[src/rtl/usermem_io_pkg.sv]
// ---------------------------------------------------------------------------
// usermem_io_pkg
// Shared definitions for the user memory / IO block: register addresses of
// the peripheral window at the top of the byte address space, the last RAM
// address, and the CTRL register layout.
// No ports (package).
// ---------------------------------------------------------------------------
package usermem_io_pkg;

    localparam logic [7:0] ADDR_GPIO_OUT = 8'hF0;
    localparam logic [7:0] ADDR_GPIO_IN  = 8'hF1;
    localparam logic [7:0] ADDR_RELOAD   = 8'hF2;
    localparam logic [7:0] ADDR_COUNT    = 8'hF3;
    localparam logic [7:0] ADDR_CTRL     = 8'hF4;
    localparam logic [7:0] ADDR_STATUS   = 8'hF5;
    localparam logic [7:0] ADDR_PRESCALE = 8'hF6;

    localparam logic [7:0] RAM_TOP   = 8'hEF;
    localparam int         RAM_DEPTH = 240;

    localparam int CTRL_EN   = 0;
    localparam int CTRL_IE   = 1;
    localparam int CTRL_AUTO = 2;

    // Field order matches the CTRL bit indices above (en is bit 0).
    typedef struct packed {
        logic auto_rl;
        logic ie;
        logic en;
    } ctrl_t;

endpackage

[src/rtl/usermem_io_if.sv]
// ---------------------------------------------------------------------------
// usermem_io_if
// CPU-side bus of the user memory / IO block.
//   rw     : 1 = write wdata to addr on the rising edge, 0 = read
//   addr   : byte address
//   wdata  : write data
//   rdata  : combinational read data for addr
//   irq    : single-cycle timer interrupt pulse
// master = CPU, slave = usermem_io.
// ---------------------------------------------------------------------------
interface usermem_io_if;
    logic       rw;
    logic [7:0] addr;
    logic [7:0] wdata;
    logic [7:0] rdata;
    logic       irq;

    modport master (output rw, addr, wdata, input  rdata, irq);
    modport slave  (input  rw, addr, wdata, output rdata, irq);
endinterface

[src/rtl/usermem_timer.sv]
// ---------------------------------------------------------------------------
// usermem_timer
// Prescaled down-counter with expiry flag and interrupt pulse. Owns the
// RELOAD, CTRL, STATUS and PRESCALE registers because the timer itself
// modifies CTRL.EN and STATUS[0].
//   clk, reset          : clock, synchronous active-high reset
//   wr_i, addr_i, wdata_i : CPU write strobe, address and data
//   reload_o, count_o, prescale_o, status_o, ctrl_o : register read values
//   irq_o               : one-cycle interrupt pulse
// ---------------------------------------------------------------------------
module usermem_timer
    import usermem_io_pkg::*;
(
    input  logic       clk,
    input  logic       reset,
    input  logic       wr_i,
    input  logic [7:0] addr_i,
    input  logic [7:0] wdata_i,
    output logic [7:0] reload_o,
    output logic [7:0] count_o,
    output logic [7:0] prescale_o,
    output logic [7:0] status_o,
    output logic [7:0] ctrl_o,
    output logic       irq_o
);

    logic [7:0] reload_q,   reload_d;
    logic [7:0] prescale_q, prescale_d;
    logic [7:0] count_q,    count_d;
    logic [7:0] pre_q,      pre_d;
    ctrl_t      ctrl_q,     ctrl_d;
    logic       status_q,   status_d;
    logic       irq_q,      irq_d;

    logic wr_reload, wr_prescale, wr_ctrl, wr_status;
    logic tick, expiry, en_rise;

    always_comb begin
        wr_reload   = wr_i && (addr_i == ADDR_RELOAD);
        wr_prescale = wr_i && (addr_i == ADDR_PRESCALE);
        wr_ctrl     = wr_i && (addr_i == ADDR_CTRL);
        wr_status   = wr_i && (addr_i == ADDR_STATUS);
        en_rise     = wr_ctrl && wdata_i[CTRL_EN] && !ctrl_q.en;
        // Equality compare: a prescaler already past a newly lowered PRESCALE
        // runs on to 0xFF and wraps naturally before the next tick.
        tick        = ctrl_q.en && (pre_q == prescale_q);
        expiry      = tick && (count_q == 8'h00);
    end

    // NOTE: every next-state variable gets its hold value first so that no
    // path through the block leaves it unassigned (which would infer a latch).
    always_comb begin
        reload_d   = reload_q;
        prescale_d = prescale_q;
        count_d    = count_q;
        pre_d      = pre_q;
        ctrl_d     = ctrl_q;
        status_d   = status_q;
        // Gated by irq_q so back-to-back expiries never hold irq high.
        irq_d      = expiry && ctrl_q.ie && !irq_q;

        if (wr_reload)              reload_d   = wdata_i;
        if (wr_prescale)            prescale_d = wdata_i;
        if (wr_ctrl)                ctrl_d     = ctrl_t'(wdata_i[2:0]);
        if (wr_status && wdata_i[0]) status_d  = 1'b0;

        if (ctrl_q.en) pre_d = tick ? 8'h00 : pre_q + 8'd1;

        if (tick) begin
            if (!expiry) begin
                count_d = count_q - 8'd1;
            end else begin
                // Applied after the CPU writes: expiry beats W1C and a
                // concurrent CTRL write cannot keep a one-shot timer running.
                status_d = 1'b1;
                if (ctrl_q.auto_rl) count_d   = reload_q;
                else                ctrl_d.en = 1'b0;
            end
        end

        // Only possible while EN=0, so it never collides with a tick.
        if (en_rise) begin
            count_d = reload_q;
            pre_d   = 8'h00;
        end
    end

    // NOTE: sequential state uses non-blocking assignments so every flop
    // samples the pre-edge values regardless of statement order.
    always_ff @(posedge clk) begin
        if (reset) begin
            reload_q   <= 8'h00;
            prescale_q <= 8'h00;
            count_q    <= 8'h00;
            pre_q      <= 8'h00;
            ctrl_q     <= '0;
            status_q   <= 1'b0;
            irq_q      <= 1'b0;
        end else begin
            reload_q   <= reload_d;
            prescale_q <= prescale_d;
            count_q    <= count_d;
            pre_q      <= pre_d;
            ctrl_q     <= ctrl_d;
            status_q   <= status_d;
            irq_q      <= irq_d;
        end
    end

    assign reload_o   = reload_q;
    assign count_o    = count_q;
    assign prescale_o = prescale_q;
    assign status_o   = {7'b0, status_q};
    assign ctrl_o     = {5'b0, ctrl_q};
    assign irq_o      = irq_q;

endmodule

[src/rtl/usermem_io.sv]
// ---------------------------------------------------------------------------
// usermem_io
// 240-byte RAM plus memory-mapped GPIO and timer registers on a single-cycle
// CPU bus. Reads are combinational, writes happen on every edge with rw=1.
//   clk, reset : clock, synchronous active-high reset
//   bus        : CPU bus (usermem_io_if.slave)
//   gpio_in    : external inputs, asynchronous to clk
//   gpio_out   : registered GPIO output
// ---------------------------------------------------------------------------
module usermem_io
    import usermem_io_pkg::*;
(
    input  logic         clk,
    input  logic         reset,
    usermem_io_if.slave  bus,
    input  logic [7:0]   gpio_in,
    output logic [7:0]   gpio_out
);

    logic [7:0] ram_q [RAM_DEPTH];
    logic [7:0] gpio_out_q, gpio_out_d;
    logic [7:0] sync1_q, sync2_q;

    logic [7:0] reload, count, prescale, status, ctrl;
    logic       irq;

    // NOTE: the RAM array is deliberately left out of reset so it maps onto
    // plain memory; its contents survive a reset.
    always_ff @(posedge clk) begin
        if (bus.rw && (bus.addr <= RAM_TOP)) ram_q[bus.addr] <= bus.wdata;
    end

    always_comb begin
        gpio_out_d = gpio_out_q;
        if (bus.rw && (bus.addr == ADDR_GPIO_OUT)) gpio_out_d = bus.wdata;
    end

    always_ff @(posedge clk) begin
        if (reset) begin
            gpio_out_q <= 8'h00;
            sync1_q    <= 8'h00;
            sync2_q    <= 8'h00;
        end else begin
            gpio_out_q <= gpio_out_d;
            sync1_q    <= gpio_in;
            sync2_q    <= sync1_q;
        end
    end

    usermem_timer u_timer (
        .clk        (clk),
        .reset      (reset),
        .wr_i       (bus.rw),
        .addr_i     (bus.addr),
        .wdata_i    (bus.wdata),
        .reload_o   (reload),
        .count_o    (count),
        .prescale_o (prescale),
        .status_o   (status),
        .ctrl_o     (ctrl),
        .irq_o      (irq)
    );

    always_comb begin
        bus.rdata = 8'h00;
        if (bus.addr <= RAM_TOP) begin
            bus.rdata = ram_q[bus.addr];
        end else begin
            case (bus.addr)
                ADDR_GPIO_OUT: bus.rdata = gpio_out_q;
                ADDR_GPIO_IN:  bus.rdata = sync2_q;
                ADDR_RELOAD:   bus.rdata = reload;
                ADDR_COUNT:    bus.rdata = count;
                ADDR_CTRL:     bus.rdata = ctrl;
                ADDR_STATUS:   bus.rdata = status;
                ADDR_PRESCALE: bus.rdata = prescale;
                default:       bus.rdata = 8'h00;
            endcase
        end
    end

    assign bus.irq  = irq;
    assign gpio_out = gpio_out_q;

endmodule

[src/flat_wrapper.sv]
// flat-port wrapper written by rule: the top's interface ports become plain ports
module usermem_io_flat import usermem_io_pkg::*;
  (clk, reset, gpio_in, gpio_out, bus_rw, bus_addr, bus_wdata, bus_rdata, bus_irq);
  usermem_io_if bus_i ();
  input  logic clk;
  input  logic reset;
  input  logic [7:0] gpio_in;
  output logic [7:0] gpio_out;
  input wire logic [$bits(bus_i.rw)-1:0] bus_rw;
  input wire logic [$bits(bus_i.addr)-1:0] bus_addr;
  input wire logic [$bits(bus_i.wdata)-1:0] bus_wdata;
  output wire logic [$bits(bus_i.rdata)-1:0] bus_rdata;
  output wire logic [$bits(bus_i.irq)-1:0] bus_irq;
  assign bus_i.rw = bus_rw;
  assign bus_i.addr = bus_addr;
  assign bus_i.wdata = bus_wdata;
  assign bus_rdata = bus_i.rdata;
  assign bus_irq = bus_i.irq;
  usermem_io u_core (.clk(clk), .reset(reset), .bus(bus_i), .gpio_in(gpio_in), .gpio_out(gpio_out));
endmodule
[config.mk]
export PLATFORM = sky130hd
export DESIGN_NAME = usermem_io_flat
export DESIGN_NICKNAME = d
export VERILOG_FILES = /design/src/rtl/usermem_io_pkg.sv /design/src/rtl/usermem_io_if.sv /design/src/rtl/usermem_timer.sv /design/src/rtl/usermem_io.sv /design/src/flat_wrapper.sv
export SDC_FILE = /design/constraint.sdc
export NUM_CORES = 2
export LEC_CHECK = 0
export BUFFER_PORTS_ARGS = -buffer_cell sky130_fd_sc_hd__buf_2
export CAP_MARGIN = 20
export CORE_MARGIN = 5
export CORE_UTILIZATION = 60
export CTS_BUF_LIST = sky130_fd_sc_hd__clkbuf_8
export CTS_CLUSTER_DIAMETER = 50
export DETAILED_ROUTE_END_ITERATION = 10
export HOLD_SLACK_MARGIN = 0.12
export PLACE_DENSITY = 0.76
export SETUP_SLACK_MARGIN = 0.4
export SLEW_MARGIN = 15
export SYNTH_ARGS = -nofsm -noshare
export SYNTH_HDL_FRONTEND = slang
export SYNTH_HIERARCHICAL = 1
export SYNTH_SLANG_ARGS = --single-unit
export TNS_END_PERCENT = 5
[constraint.sdc]
create_clock -name clk -period 7.7 [get_ports clk]
set_input_delay 0.385 -clock clk [delete_from_list [all_inputs] [get_ports clk]]
set_output_delay 0.385 -clock clk [all_outputs]
set_load 0.03 [all_outputs]
==> results_dict.tcl <==
set metrics [dict create \
    worst_slew_pin_slew_ns 1.27 \
    yosysTopAreaCell "edfxtp_1" \
    slew_violations 0 \
    ir_drop_mv 0.137 \
    grt_pass1_wl_mm 285 \
    cts_tree "yes" \
    synthCells 3902 \
    grt_overflow 0 \
    final_cell_mix "1920 x edfxtp_1, 413 x mux4_2, 331 x clkbuf_8" \
    path_cells "dlygate4sd3_1, buf_8, buf_4, inv_1, buf_4, nand2_1, o22ai_1, nor3_1, nand4_1, a2111oi_1, a211oi_1, buf_2" \
    fin_ws_ns 1.92 \
    clkLatencyLatePin_ns 1.01 \
    max_cap_viol_count 0 \
    finalPower_uw 21000 \
    yosysWarnings 6 \
    outcome "complete, no violations" \
    gp_congestion 0.911 \
    avgRoutedWirePerCell_um 32.2 \
    grt_pass1_vias 41200 \
    drc 0 \
    synth_top_area_frac 0.740 \
    crit_path_max_incr_delay_ns 1.22 \
    dpl_worst_slack_ns 2.60 \
    numCtsBuffers 318 \
    fin_crit_sh 0.751 \
    critPathRequiredTime_ns 7.32 \
    crit_fanout 53 \
    drt-pass1-iter-count 8 \
    hold_viol_final 0 \
    synth-seq-cells 1981 \
    vias 41700 \
    clock_sinks 1981 \
    final_util 0.662 \
    cp.arrival_ns 5.40 \
    ys_async_sr_fraction 0 \
    root_buffer "clkbuf_8" \
    ctsLongestPathBuffers 4 \
    synthFlopType "edfxtp_1" \
    yosysUniqueCellTypes 85 \
    worst_hold_slack_ns 0.153 \
    cellLeakagePower_uw 0.0274 \
    drt-total-wl_mm 197 \
    synthTopCellsByArea "edfxtp_1 74%, mux4_2 12%, mux2i_1 2.8%, dfxtp_1 1.6%, nor2_1 1.6%" \
    hold_class "in -> reg" \
    p_per_area_nw_per_um2 245 \
    hpwl_mm 118 \
    syn_to_final_growth_pct 9.95 \
    setup_violations 0 \
    path_clk_slew_ns 0.06 \
    skew_ns 0.0110 \
    dieArea_sq_um 137000 \
    core_area_sq_um 129000 \
    synth_edf_count 1920 \
    grt_max_degree 153 \
    drt-initial-drc-count 6148 \
    slowest_stage "a2111oi_1" \
    path_class "in -> out" \
    start_util 0.602 \
    fin_tns_setup_ns 0 \
    rows 132 \
    fmax_mhz 173 \
    grt.total_usage 0.289 \
    ys_seq_area_frac 0.756 \
    syn_area_sq_um 77900 \
    rsz0062_at_grt "false" \
    nets 4190 \
    cp-start-kind "input port" \
    die_w_um 370 \
    layout_commonest_cell "edfxtp_1" \
    cts-htree-levels 5 \
    drive_gt1_frac 0.219 \
    end_kind "output pin" \
    port_buffers 43 \
    dieHeight_um 370 \
    avgViaCountPerCell 6.82 \
    ios 44 \
    avgSynthCellArea_sq_um 20.0 \
    ant_nets 0 \
    cp_common_cell "buf_4" \
    cts_setup_buffers 0 \
    max_slew_margin 0.146 \
    period_minus_slack_ns 5.78 \
    antenna_found_initial 7 \
]
==> routing by layer <==
layer,global-route usage,share of wire,wire length [um]
met5,0,0.000066,13
met4,0.115,0.041,8160
met3,0.0880,0.13,25400
met2,0.428,0.46,90900
met1,0.411,0.37,72500
==> Yosys cell counts, types with 4 or more instances <==
cell type  instances
a21oi_1           50
dfxtp_1           61
o41ai_1            4
nor2_1           325
nor4_1            15
o21ai_0           36
a22o_1            28
o221ai_1           6
a221oi_1          32
xor2_1             6
o211ai_1          15
and2_1             5
inv_1              9
o22ai_1           37
o22a_1             4
buf_1             11
nand2b_1           8
edfxtp_1        1920
buf_4             36
xnor2_1            6
nor2b_1           33
nand3_1           49
nand4b_1           4
a31oi_1           16
a32oi_1            8
mux2i_1          220
nor3_1            27
nand3b_1           8
mux2_2             8
nand2_1           79
a211oi_1          20
o2111ai_1          4
buf_6             38
buf_2             64
clkbuf_1          90
a22oi_1           89
or2_2              5
nand4_1           24
a2111oi_0          5
mux4_2           413
and3_1            14
==> metrics by stage <==
stage / cells / area (sq um)
6_report: 6109 / 85600
5_1_grt: 6106 / 85600
4_1_cts: 6100 / 85600
3_5_place_dp: 5544 / 79700
3_3_place_gp: 5542 / 79700
2_1_floorplan: 3913 / 77900
==> worst max-delay path: cells and delay by family <==
kind,cells,cell delay (ns)
buffers and inverters,6,2.26
AOI/OAI and AO/OA,3,1.57
and+or+nand+nor,3,1.13
==> power by group <==
part	switching [uW]	internal, uW	total, uW
registers	7.20	11800	11900
logic	733	355	1090
clock network	3900	4180	8080
==> kinds of logic (layout without fill, tap and decap cells) <==
| family | Yosys count | after routing | share of synthesized area |
|---|---|---|---|
| fa+ha+maj | 3 | 3 | 0.000482 |
| other cells | 1 | 17 | 0.0000481 |
| buf+inv | 255 | 704 | 0.0197 |
| flops | 1981 | 1981 | 0.756 |
| simple gates | 621 | 621 | 0.0370 |
| compound gates | 385 | 385 | 0.0360 |
| xor+xnor | 15 | 15 | 0.00198 |
| mux | 641 | 641 | 0.149 |
==> sequential cells by signal (all words and copies together) (netlist names) <==
signal,flops
u_core/gpio_out,8
u_core/u_timer/count_o,8
u_core/u_timer/ctrl_o,3
u_core/u_timer/reload_o,8
u_core/sync1_q,8
u_core/u_timer/irq_o,1
u_core/sync2_q,8
u_core/u_timer/pre_q,8
u_core/u_timer/prescale_o,8
u_core/u_timer/status_q,1
u_core/ram_q,1920
==> timing repair <==
item                                   4_1_cts  5_1_grt
gates resized for setup                      0        0
endpoints found under the hold margin      450        0
hold buffers                                34        0
==> final timing paths <==
kind | from | endpoint | slack [ns] | cells past startpoint
hold reg to reg | u_core/u_timer/irq_o | u_core/u_timer/irq_o | 0.44 | 1
hold / removal | bus_wdata[4] | u_core/ram_q[63][4] | 0.15 | 1
setup / recovery | bus_addr[1] | bus_rdata[1] | 1.92 | 12
setup reg to reg | u_core/u_timer/count_o[0] | u_core/u_timer/status_q | 5.14 | 7
==> area by class of cell <==
cell class,count,area [sq um]
fillers,8160,43700
well taps,1742,2180
multi-input cells,1677,17600
flip-flops and latches,1981,58900
inverters,10,37.5
clock buffers,324,4460
repair buffers,172,1460
diodes,5,12.5
clock inverters,198,1050
No activity file was read; power rests on OpenSTA's default activity.
